### src/rtl/mem_access_stage.sv
// mem_access_stage: memory-stage access unit between EX/MEM and MEM/WB.
// Turns load/store requests into a registered req/ack bus transaction and
// stalls the pipeline while the access is outstanding. Non-memory
// instructions pass straight through with no added latency.
//
// Ports:
//   clk, reset            clock; synchronous active-low reset
//   RegWM..WriteRegM      EX/MEM pipeline register fields
//   RegWOut..WriteRegOut  fields presented to the MEM/WB register
//   StallM                freeze upstream stages while an access is pending
//   mem_req/we/addr/wdata registered data-memory bus request
//   mem_rdata, mem_ack    bus read data and single-cycle completion pulse
//   misalign_err          combinational flag for a misaligned access
//   bus_err               one-cycle pulse in DONE after a timeout abort
//
// Optional feature: define MEM_TIMEOUT_EN to abort a WAIT that lasts
// TIMEOUT_CYCLES cycles without ack. Without it bus_err is tied to 0.
module mem_access_stage #(
  parameter int unsigned DATA_W         = 32,
  parameter int unsigned REG_W          = 5,
  parameter int unsigned TIMEOUT_CYCLES = 16
) (
  input  logic              clk,
  input  logic              reset,
  input  logic              RegWM,
  input  logic              MemToRegM,
  input  logic              MemReadM,
  input  logic              MemWriteM,
  input  logic [DATA_W-1:0] ALUOutM,
  input  logic [DATA_W-1:0] WriteDataM,
  input  logic [REG_W-1:0]  WriteRegM,
  output logic              RegWOut,
  output logic              MemToRegOut,
  output logic [DATA_W-1:0] ReadDataOut,
  output logic [DATA_W-1:0] ALUOutOut,
  output logic [REG_W-1:0]  WriteRegOut,
  output logic              StallM,
  output logic              mem_req,
  output logic              mem_we,
  output logic [DATA_W-1:0] mem_addr,
  output logic [DATA_W-1:0] mem_wdata,
  input  logic [DATA_W-1:0] mem_rdata,
  input  logic              mem_ack,
  output logic              misalign_err,
  output logic              bus_err
);

  localparam int unsigned CntW = $clog2(TIMEOUT_CYCLES + 1);

  typedef enum logic [1:0] {StIdle, StWait, StDone} state_e;

  state_e            state_q, state_d, state_cur;
  logic              mem_op, misaligned, start, timeout_hit, abort;
  logic [DATA_W-1:0] rdata_q;
  logic [CntW-1:0]   to_cnt_q;

  assign mem_op     = MemReadM | MemWriteM;
  assign misaligned = |ALUOutM[1:0];

  // Combinational outputs behave as in IDLE while reset is held low.
  assign state_cur = reset ? state_q : StIdle;

`ifdef MEM_TIMEOUT_EN
  assign timeout_hit = (to_cnt_q == CntW'(TIMEOUT_CYCLES - 1));
`else
  assign timeout_hit = 1'b0;
`endif

  always_comb begin
    state_d      = state_cur;
    RegWOut      = 1'b0;
    MemToRegOut  = 1'b0;
    ReadDataOut  = '0;
    ALUOutOut    = ALUOutM;
    WriteRegOut  = WriteRegM;
    StallM       = 1'b0;
    misalign_err = 1'b0;
    start        = 1'b0;
    abort        = 1'b0;
    unique case (state_cur)
      StIdle: begin
        if (!mem_op) begin
          RegWOut     = RegWM;
          MemToRegOut = MemToRegM;
        end else if (misaligned) begin
          misalign_err = 1'b1;
        end else begin
          StallM  = 1'b1;
          start   = 1'b1;
          state_d = StWait;
        end
      end
      StWait: begin
        StallM = 1'b1;
        if (mem_ack) begin
          state_d = StDone;
        end else if (timeout_hit) begin
          abort   = 1'b1;
          state_d = StDone;
        end
      end
      StDone: begin
        // After an abort rdata_q is still zero and the write is suppressed.
        RegWOut     = RegWM & ~bus_err;
        MemToRegOut = MemToRegM;
        ReadDataOut = rdata_q;
        state_d     = StIdle;
      end
      default: state_d = StIdle;
    endcase
  end

  always_ff @(posedge clk) begin
    if (!reset) begin
      state_q   <= StIdle;
      mem_req   <= 1'b0;
      mem_we    <= 1'b0;
      mem_addr  <= '0;
      mem_wdata <= '0;
      rdata_q   <= '0;
      to_cnt_q  <= '0;
    end else begin
      state_q <= state_d;
      if (start) begin
        mem_req   <= 1'b1;
        mem_we    <= MemWriteM;
        mem_addr  <= ALUOutM;
        mem_wdata <= WriteDataM;
        rdata_q   <= '0;
        to_cnt_q  <= '0;
      end else if (state_q == StWait) begin
        if (mem_ack || abort) begin
          mem_req <= 1'b0;
          mem_we  <= 1'b0;
          // Stores (including read+write) leave the captured data at zero.
          if (mem_ack && !mem_we) rdata_q <= mem_rdata;
        end else if (to_cnt_q != CntW'(TIMEOUT_CYCLES)) begin
          to_cnt_q <= to_cnt_q + 1'b1;
        end
      end
    end
  end

`ifdef MEM_TIMEOUT_EN
  logic bus_err_q;

  always_ff @(posedge clk) begin
    if (!reset) bus_err_q <= 1'b0;
    else        bus_err_q <= abort;
  end

  assign bus_err = bus_err_q;
`else
  assign bus_err = 1'b0;
`endif

endmodule

### config.mk
export PLATFORM = sky130hd
export DESIGN_NAME = mem_access_stage
export DESIGN_NICKNAME = d
export VERILOG_FILES = /design/src/rtl/mem_access_stage.sv
export SDC_FILE = /design/constraint.sdc
export NUM_CORES = 1
export LEC_CHECK = 0
export ABC_AREA = 0
export CELL_PAD_IN_SITES_DETAIL_PLACEMENT = 0
export CELL_PAD_IN_SITES_GLOBAL_PLACEMENT = 1
export CORE_MARGIN = 10
export CORE_UTILIZATION = 29
export DETAILED_ROUTE_END_ITERATION = 12
export GPL_TIMING_DRIVEN = 0
export PLACE_DENSITY = 0.95
export REMOVE_ABC_BUFFERS = 1
export SYNTH_ARGS = -nofsm -noshare
export SYNTH_HDL_FRONTEND = slang
export SYNTH_SLANG_ARGS = --single-unit
export TNS_END_PERCENT = 1
### constraint.sdc
create_clock -name clk -period 2.7 [get_ports clk]
set_input_delay 0.54 -clock clk [delete_from_list [all_inputs] [get_ports clk]]
set_output_delay 0.54 -clock clk [all_outputs]
set_load 0.02 [all_outputs]
==> Word level (Yosys, flattened, before mapping) <==
Index checks and enable logic that the tools add are counted.
{ "op_classes": {"reduce_logical": 9, "mul": 0, "bitwise_logic": 2, "div_mod_pow": 0, "n_eq_ne": 3, "magnitude_cmp": 0, "shifts": 0, "addsub": 0, "muxes": 21} }
{ "op_table": {"columns": ["operator", "count"], "rows": [
  ["$mux 32", 1],
  ["$mux 1", 12],
  ["$mux 2", 4],
  ["$pmux 1 s2", 3],
  ["$eq 2x1->1 const B", 2],
  ["$pmux 2 s2", 1],
  ["$reduce_bool 2->1", 2],
  ["$reduce_or 2->1", 2],
  ["$reduce_and 3->1", 1],
  ["$eq 2x2->1 const B", 1],
  ["$logic_not 2->1", 1],
  ["$reduce_and 2->1", 1],
  ["$logic_and 1x1->1", 1],
  ["$logic_not 1->1", 1],
  ["$not 1->1", 1],
  ["$or 1x1->1", 1]
]} }
{ "totals": {"mem_bits_rw": 0, "regBits": 100, "mem_count": 0, "mem_bits_ro": 0, "word_cells": 41, "latchBits": 0, "out_inout_bits": 140} }

==> Longest topological paths before layout <==
{ "logic_depth": {"word_depth": 6, "ltp_mapped": 6} }

==> Least setup slack after synthesis <==
OpenSTA, ideal clock, no wires.
{ "synth_timing": {"kind": "input to output", "from": "input reset", "to": "output StallM", "path_buffers": 1, "stages": 4, "required_ns": 2.160, "path_slack_ns": 0.460, "t_arrival_ns": 1.700, "path_cell_list": "buf_2 o21a_4 or4_4 a21boi_1"} }
{ "synth_between": {"elab_chain_len": 3} }
{ "synth_rtl": {"columns": ["element", "line_no", "text"], "rows": [
  ["from (decl)", "24", "input logic reset,"],
  ["$mux 2 *", "61", "assign state_cur = reset ? state_q : StIdle;"],
  ["$eq 2x1->1 / $logic_not 2->1 (equally long branches)", "80", "unique case (state_cur)"],
  ["$pmux 1 s2 *", "80", null],
  ["to (decl)", "37", "output logic StallM,"]
]} }
Every way passes the cells marked *; elsewhere a longest branch is shown, timed or not.

==> Final worst setup path <==
{ "layout_timing": {"from": "input MemWriteM", "to": "output StallM"} }
{ "layout_between": {"elab_chain_len": 3} }
{ "layout_rtl": {"columns": ["element", "line_no", "text"], "rows": [
  ["from (decl)", "28", "input logic MemWriteM,"],
  ["$or 1x1->1", "57", "assign mem_op = MemReadM | MemWriteM;"],
  ["$mux 1", "82", "if (!mem_op) begin"],
  ["$pmux 1 s2", "80", null]
]} }
No other way between the ends.

==> run metrics <==
worst reg-to-reg setup slack 290 ps; Clk pwr share 0.352; Worst Reg2Reg Path Length in Cells 9; hold path start rdata_q[22]$_SDFFE_PP0P_; actual transition at the worst max-transition pin 640 ps; total count of hold-check failures in the final report 0; post-synthesis instance area 4450 sq um; DR WL/cell 15.2 um; Cell variety after synth 27; number of iterations in the first detailed-routing pass 4; die outline width 144 um; remaining antenna violation count 0; vias 3956; share of cells above drive strength 1 0.0563; unrepaired setup endpoints after global routing true; initial drt markers 111; post-synthesis cell count 518; maximum clock frequency 380 MHz; count of flip-flops with a built-in enable after synthesis 0; DRT Wirelength 13700 um; final critical delay including setup and external delays 2630 ps; run status finished, final reports clean; Placed Area 6720 sq um; Most used DFF post-synth dfxtp_1; areal power density over the cells 479 nW/um^2; total of flip-flops plus latches after synthesis 100; Worst Hold Margin 448 ps; global-route wire length before repair 20900 um; part of the Yosys area used for sequential elements 0.450; worst-case headroom to the max-slew limit 0.571; total internal power 2.49 mW; Hold Path Depth 2; wire length on met1 5380 um; total number of nets in the final design 813; clock tree buffer depth 2; Critical Path RT 2160 ps; part of the total power dissipated in combinational logic 0.186; arrival time of data at the critical path endpoint 2090 ps; Tcrit/Tclk final 0.975; latest clock arrival within the worst-skew pair 340 ps; DR WL met2 5960 um; sink count of the clock tree 100; total number of H-tree levels 3; yosys synthesis warning count 0; total grt overflow 0; share of flip-flops with an asynchronous set or reset 0; Core Region 15100 sq um; post-layout util 0.465; antenna diode instance count 0; path type of the worst min-delay path reg2reg; overall routing resource usage 0.127; Crit. End Element output pin; sum of negative setup slack 0 ps; top layer used by detailed routing met4; Die Y 144 um; largest net degree at the start of global routing 79; Port Buffer Count 236; standby leakage power 2.68 nW; area of the die 20700 sq um; I/O Pins 248; setup violators final 0; Syn-to-layout area delta 58.2%; terminus of the critical flop-to-flop path mem_wdata[17]$_SDFFE_PN0P_; initial antenna violation count 0; portion of total power attributed to sequential cells 0.463; post-route cell area 7040 sq um; Root Driver clkbuf_16; syn avg cell area 8.59 sq um; via count of the first global-routing pass 3929; max-capacitance violation count 0; vias per std cell 4.41; Reg clk slew, reported paths 70 ps; clock tree from TritonCTS yes; VDD IR-drop max 0.380 mV; critical path class in2out; Hold Path Sink rdata_q[22]$_SDFFE_PP0P_; number of pins with negative max-slew slack in the final report 0; amount of wire on met3 after detailed routing 2160 um; DR DRC count 0; Max Fanout on Critical Path 5; Cell Rows 45; net switching share of the total power 0.260; initial standard-cell utilization of the core 0.294; gp weighted congestion 0.751; HPWL after detailed placement 10700 um; TritonCTS buffer count 9; Layout Skew 4.45 ps; critical path launch point type primary input; Net Switching 0.878 mW; launch point of the worst reg-to-reg path state_q[0]$_SDFF_PN0_
==> power groups by stage <==
stage / Combinational (mW) / Clock (mW) / Sequential [mW]
floorplan: 0.146 / 0 / 1.64
global placement: 0.626 / 0 / 1.59
detailed placement: 0.630 / 0 / 1.59
CTS: 0.635 / 1.24 / 1.56
global route: 0.673 / 1.29 / 1.56
finish: 0.626 / 1.18 / 1.56
==> cell families (layout without fill, tap and decap cells) <==
group,Yosys count,after routing,synth area share
simple gates,240,240,0.234
flops,100,100,0.450
buf+inv,75,267,0.121
mux,63,63,0.142
compound gates,39,39,0.0526
other cells,1,1,0.000843
==> what timing repair did <==
action | 4_1_cts | 5_1_grt
pin swaps | 1 | 0
hold endpoints to repair | 0 | 0
hold buffers | 0 | 0
setup endpoints to repair | 46 | 21
resized for setup | 11 | 8
buffers inserted | 1 | 0
==> stage by stage <==
stage               worst slack, ps  std cells  total power, mW
floorplan                     -1270        444             1.79
global placement              -6220        868             2.21
detailed placement             -444        881             2.22
CTS                            5.87        898             3.43
global route                  -17.7        898             3.53
finish                         67.8        898             3.37
==> cells in the final DEF, fill, tap and decap left out, drive strengths merged, types with 2 or more instances in the layout <==
cell           Yosys  final
clkdlybuf4s50      0    225
nand2            192    192
dfxtp            100    100
mux2i             63     63
a21oi             35     35
and2              34     34
buf               54     15
clkbuf            20     10
dlymetal6s2s       0      6
nor2               4      4
clkinvlp           0      3
dlygate4sd2        0      3
clkinv             0      3
and3               2      2
==> cell usage after synthesis (2+ instances only) <==
master    instances  area, sq um
buf_4            38          285
and3_1            2         12.5
and2_1           34          213
nand2_1         192          721
buf_2             8         40.0
mux2i_1          63          631
dfxtp_1         100         2000
buf_12            6          120
clkbuf_1         20         75.1
nor2_1            4         15.0
a21oi_1          35          175
==> worst max path at each step <==
stage          cells past startpoint                        end  slack (ps)  startpoint
6_report                           5                     StallM          70   MemWriteM
3_5_place_dp                       9   mem_addr[4]$_SDFFE_PN0P_        -440  ALUOutM[0]
2_1_floorplan                      3  mem_addr[10]$_SDFFE_PN0P_       -1270       reset
3_3_place_gp                       4   mem_addr[8]$_SDFFE_PN0P_       -6220       reset
5_1_grt                            5                     StallM         -20   MemWriteM
4_1_cts                            5                MemToRegOut           6   MemWriteM
==> cell type report <==
cell class	count	area, sq um
Clock buffer	10	229
Fill cell	1472	8110
Sequential cell	100	2000
Tap cell	188	235
Clock inverter	6	41.3
Multi-Input combinational cell	343	1940
Inverter	1	3.75
Timing Repair Buffer	250	2590
==> state kept, by name, indices dropped and copies added (netlist names) <==
name,count
mem_we,1
mem_wdata,32
state_q,2
mem_req,1
rdata_q,32
mem_addr,32
==> metal layers <==
layer  GRT usage  vias up
met3      0.0894       12
met1       0.134     1759
met5           0        -
met2       0.195      188
li1            -     1997
met4      0.0435        0
==> critical path: stages <==
cell,delay (ps)
clkdlybuf4s50_1,500
nor2_1,120
or4_4,470
a21boi_1,150
clkdlybuf4s15_2,300
No activity file was read; power rests on OpenSTA's default activity.
